### src/rtl/stopwatch_ctrl_pkg.sv
// Shared definitions for the stopwatch controller: FSM state encoding and BCD limits.
package stopwatch_pkg;

  typedef enum logic [1:0] {
    IDLE  = 2'b00,
    RUN   = 2'b01,
    PAUSE = 2'b10,
    LAP   = 2'b11
  } state_t;

  localparam logic [3:0] BCD_MAX = 4'd9;

endpackage

### src/rtl/stopwatch_ctrl_bcd_digit.sv
// One decade (0..9) counter digit; carry marks the enable that wraps 9 to 0.
module bcd_digit
  import stopwatch_pkg::*;
(
  input  logic       clk,
  input  logic       reset,
  input  logic       clr,
  input  logic       en,
  output logic [3:0] q,
  output logic       carry
);

  always_ff @(posedge clk or negedge reset) begin
    if (!reset) begin
      q <= '0;
    end else if (clr) begin
      q <= '0;
    end else if (en) begin
      q <= (q == BCD_MAX) ? '0 : q + 4'd1;
    end
  end

  assign carry = en && (q == BCD_MAX);

endmodule

### src/rtl/stopwatch_ctrl.sv
// Start/stop/lap stopwatch: prescaler, command FSM, lap freeze register and a
// cascade of BCD digits driving the display value.
module stopwatch_ctrl
  import stopwatch_pkg::*;
#(
  parameter int unsigned TICK_DIV = 10,
  parameter int unsigned DIGITS   = 4
) (
  input  logic                  clk,
  input  logic                  reset,
  input  logic                  start,
  input  logic                  stop,
  input  logic                  clear,
  input  logic                  lap,
  output logic [4*DIGITS-1:0]   bcd_out,
  output logic                  running,
  output logic                  lap_active,
  output logic                  overflow,
  output logic                  tick
);

  localparam int unsigned    PW       = (TICK_DIV > 1) ? $clog2(TICK_DIV) : 1;
  localparam logic [PW-1:0]  PRE_LAST = PW'(TICK_DIV - 1);

  state_t              state, state_next;
  logic [PW-1:0]       pre;
  logic [4*DIGITS-1:0] count;
  logic [4*DIGITS-1:0] lap_reg;
  logic [DIGITS:0]     en_chain;
  logic                counting;
  logic                inc;

  assign counting    = (state == RUN) || (state == LAP);
  assign inc         = counting && (pre == PRE_LAST) && !clear;
  assign en_chain[0] = inc;

  for (genvar i = 0; i < DIGITS; i++) begin : g_digit
    bcd_digit u_digit (
      .clk   (clk),
      .reset (reset),
      .clr   (clear),
      .en    (en_chain[i]),
      .q     (count[4*i +: 4]),
      .carry (en_chain[i+1])
    );
  end

  always_ff @(posedge clk or negedge reset) begin
    if (!reset) begin
      state <= IDLE;
    end else begin
      state <= state_next;
    end
  end

  always_comb begin
    state_next = state;
    if (clear) begin
      state_next = IDLE;
    end else begin
      unique case (state)
        IDLE:  if (start) state_next = RUN;
        RUN:   if (stop) state_next = PAUSE;
               else if (lap) state_next = LAP;
        LAP:   if (stop) state_next = PAUSE;
               else if (lap) state_next = RUN;
        PAUSE: if (!lap && start) state_next = RUN;
        default: state_next = IDLE;
      endcase
    end
  end

  // Lap capture samples the count from before this edge's increment.
  always_ff @(posedge clk or negedge reset) begin
    if (!reset) begin
      pre      <= '0;
      tick     <= 1'b0;
      overflow <= 1'b0;
      lap_reg  <= '0;
    end else begin
      tick <= inc;
      if (clear) begin
        pre      <= '0;
        overflow <= 1'b0;
      end else begin
        if (counting) begin
          pre <= (pre == PRE_LAST) ? '0 : pre + PW'(1);
        end
        if (en_chain[DIGITS]) begin
          overflow <= 1'b1;
        end
      end
      if ((state == RUN) && lap && !stop && !clear) begin
        lap_reg <= count;
      end
    end
  end

  always_comb begin
    running    = (state == RUN) || (state == LAP);
    lap_active = (state == LAP);
    bcd_out    = (state == LAP) ? lap_reg : count;
  end

endmodule

### config.mk
export PLATFORM = sky130hd
export DESIGN_NAME = stopwatch_ctrl
export DESIGN_NICKNAME = d
export VERILOG_FILES = /design/src/rtl/stopwatch_ctrl_pkg.sv /design/src/rtl/stopwatch_ctrl_bcd_digit.sv /design/src/rtl/stopwatch_ctrl.sv
export SDC_FILE = /design/constraint.sdc
export NUM_CORES = 1
export LEC_CHECK = 0
export CORE_UTILIZATION = 55
export CTS_CLUSTER_DIAMETER = 30
export CTS_CLUSTER_SIZE = 14
export DETAILED_ROUTE_END_ITERATION = 6
export PLACE_DENSITY = 0.79
export SYNTH_ARGS = -nofsm -noshare
export SYNTH_HDL_FRONTEND = slang
export SYNTH_HIERARCHICAL = 1
export SYNTH_SLANG_ARGS = --single-unit
export TNS_END_PERCENT = 10
### constraint.sdc
create_clock -name clk -period 3.1 [get_ports clk]
set_input_delay 0.62 -clock clk [delete_from_list [all_inputs] [get_ports clk]]
set_output_delay 0.62 -clock clk [all_outputs]
set_load 0.05 [all_outputs]
==> flow_metrics.tcl <==
set metrics [dict create \
    ir_drop_mv 0.250 \
    avgViaCountPerCell 5.77 \
    finalClockSkew_ns 0.00641 \
    crit_required_ns 2.48 \
    avgSynthCellArea_sq_um 10.9 \
    cts.sinks 40 \
    drv_slew 0 \
    antenna_found_initial 0 \
    grt-ovfl-total 0 \
    pwr-share-seq_pct 55.5 \
    ys_seq_area_share_pct 45.5 \
    detail-route-antenna-nets 0 \
    boundaryPins 26 \
    synth_cells 201 \
    start_util_pct 58.7 \
    clock_latency_ns 0.29 \
    worstSetupPathType "flop to output pin" \
    drc 0 \
    drive_gt1_share_pct 26.0 \
    cap_violations 0 \
    power_w 0.000954 \
    synth_edf_count 0 \
    die_x_um 65.2 \
    slowest_delay_ns 0.71 \
    routabilityCongestion 0.795 \
    cts_setup_buffers 0 \
    wl_um 4500 \
    hold_violations 0 \
    holdCritPathClass "input port to asynchronous set/reset pin" \
    tns_ns 0 \
    max_freq_mhz 349 \
    clkPwrFrac_pct 38.6 \
    rsz0062_at_grt "no" \
    period_share_pct 92.5 \
    p_sw_w 0.000211 \
    vias 1634 \
    die_area_sq_mm 0.00425 \
    p_sw_share_pct 22.1 \
    first_pass_iters 4 \
    cts_root_buf "clkbuf_8" \
    async_flop_share_pct 100 \
    status "completed" \
    synth_top_cells_by_area "dfrtp_1 (46%), mux2_2 (16%), ha_1 (5.7%)" \
    cp.arrival_ns 2.25 \
    grt.total_usage_pct 24.5 \
    grt_pass1_wl_um 7720 \
    netlist_top_cells_count "dfrtp_1 (40), mux2_2 (32), nand2_1 (20)" \
    cts_tree "yes" \
    grt_start_max_net_pins 41 \
    p_leak_nw 1.13 \
    core_sq_mm 0.00374 \
    crit_buf_inv 1 \
    post_drt_wl_per_cell_um 15.9 \
    yosysMostFrequentCell "dfrtp_1" \
    pre_cts_ws_ns 0.353 \
    clkTransAtPathRegs_ns 0.07 \
    combinationalPowerShare_pct 5.9 \
    fin_crit_ns 2.87 \
    synthFlopType "dfrtp_1" \
    synthDistinctLibCells 23 \
    setup_ws_ns 0.233 \
    power_density_mw_per_mm2 365 \
    dieHeight_um 65.2 \
    cts_resized 0 \
    crit_chain "nand2_2 -> mux2_2 -> clkdlybuf4s50_1" \
    syn_nets 217 \
    hpwl_um 3120 \
    startpoint_type "flop" \
    setup_viol 0 \
    p_int_w 0.000743 \
    yosysTopAreaCell "dfrtp_1" \
    ys_warn_count 6 \
    rows 22 \
    timing.slew.headroom_pct 41.5 \
    h-tree-depth 2 \
    numPortBuffers 25 \
    postCtsHoldBufs 0 \
    crit_path_end_kind "output pin" \
    final_util_pct 69.8 \
    diodes 0 \
    worstMarginPinSlew_ns 0.878 \
    synth_top_area_share_pct 45.5 \
    ys_ff_latch 40 \
    cts_buffers 5 \
    area_growth_pct 18.8 \
    nNetsFinal 251 \
    grt_pass1_vias 1645 \
    syn_area_sq_mm 0.00220 \
    crit_family "buffers and inverters" \
    first_iter_violations 54 \
    clockBufferDepth 2 \
    crit_slowest_cell "clkdlybuf4s50_1" \
    crit_fanout 18 \
]
metal layers:
layer	vias to the layer above	part of all wire [%]	wire length (um)	global-route usage, %
li1	776	-	-	-
met1	803	43	1950	29.8
met2	40	49	2210	39.9
met3	15	4.6	208	6.42
met4	0	3.1	138	12.5
met5	-	0	0	0
per-stage QoR:
step,instance area [sq um],std cells,hold WS (ns)
final,2610,283,0.443
after global routing,2610,283,0.513
after CTS,2610,283,0.469
after detailed placement,2520,276,0.488
after global placement,2520,276,0.474
after floorplan,2200,201,0.324
logic make-up (layout without fill, tap and decap cells):
group	after synthesis	count (layout)	share of synthesized area (%)
compound gates	43	43	12.2
fa+ha+maj	10	10	5.69
buf+inv	14	48	3.19
flops	40	40	45.5
mux	32	32	16.4
simple gates	62	62	17.0
worst reg2reg max path, cell delays in order (launching register included):
cell,delay [ns]
dfrtp_1,0.42
inv_1,0.07
ha_1,0.18
nand3b_1,0.18
nor2_1,0.18
inv_1,0.09
nor2_1,0.14
inv_1,0.08
nor2_1,0.13
inv_1,0.08
nor2_1,0.31
nand2_2,0.10
a211o_1,0.29
a21oi_2,0.13
final timing paths:
kind | startpoint | end | slack, ns | cells past startpoint
max | state[1]$_DFFE_PN0P_ | bcd_out[2] | 0.23 | 3
min | reset | lap_reg[6]$_DFFE_PN0P_ | 0.44 | 1
max reg2reg | pre[1]$_DFFE_PN0P_ | g_digit[3].u_digit/q[2]$_DFFE_PN0P_ | 0.65 | 13
min reg2reg | overflow$_DFFE_PN0P_ | overflow$_DFFE_PN0P_ | 0.50 | 2
max in group asynchronous | reset | pre[1]$_DFFE_PN0P_ | 2.10 | 1
min in group clk | overflow$_DFFE_PN0P_ | overflow$_DFFE_PN0P_ | 0.50 | 2
final cells by class:
cell class	count	area (sq um)
clock buffers	7	96.3
well taps	48	60.1
multi-input cells	147	1130
repair buffers	31	290
fillers	290	1130
inverters	10	37.5
flip-flops and latches	40	1000
cell usage in the layout, fill, tap and decap left out:
cell and instances:
nand2b_1 4, nand3b_1 16, clkdlybuf4s50_1 24, nor2_1 10, and4b_1 1, nand2b_4 1, a21boi_0 5, o21ai_0 10
dfrtp_1 40, and4b_2 4, mux2_2 32, nand2_1 20, inv_1 10, ha_1 10, a21oi_1 17, buf_4 6
nor3_4 1, nand2_2 5, clkbuf_8 7, a211o_1 5, buf_2 1, a21oi_2 4, o21a_1 1, a2111oi_0 1
power groups by stage:
stage	clock network [W]	registers, W	logic, W
floorplan	0	0.000540	0.0000266
global placement	0	0.000539	0.0000542
detailed placement	0	0.000540	0.0000569
CTS	0.000382	0.000530	0.0000572
global route	0.000398	0.000530	0.0000622
finish	0.000368	0.000530	0.0000558
Note: power is estimated with default switching activity, not from simulation.
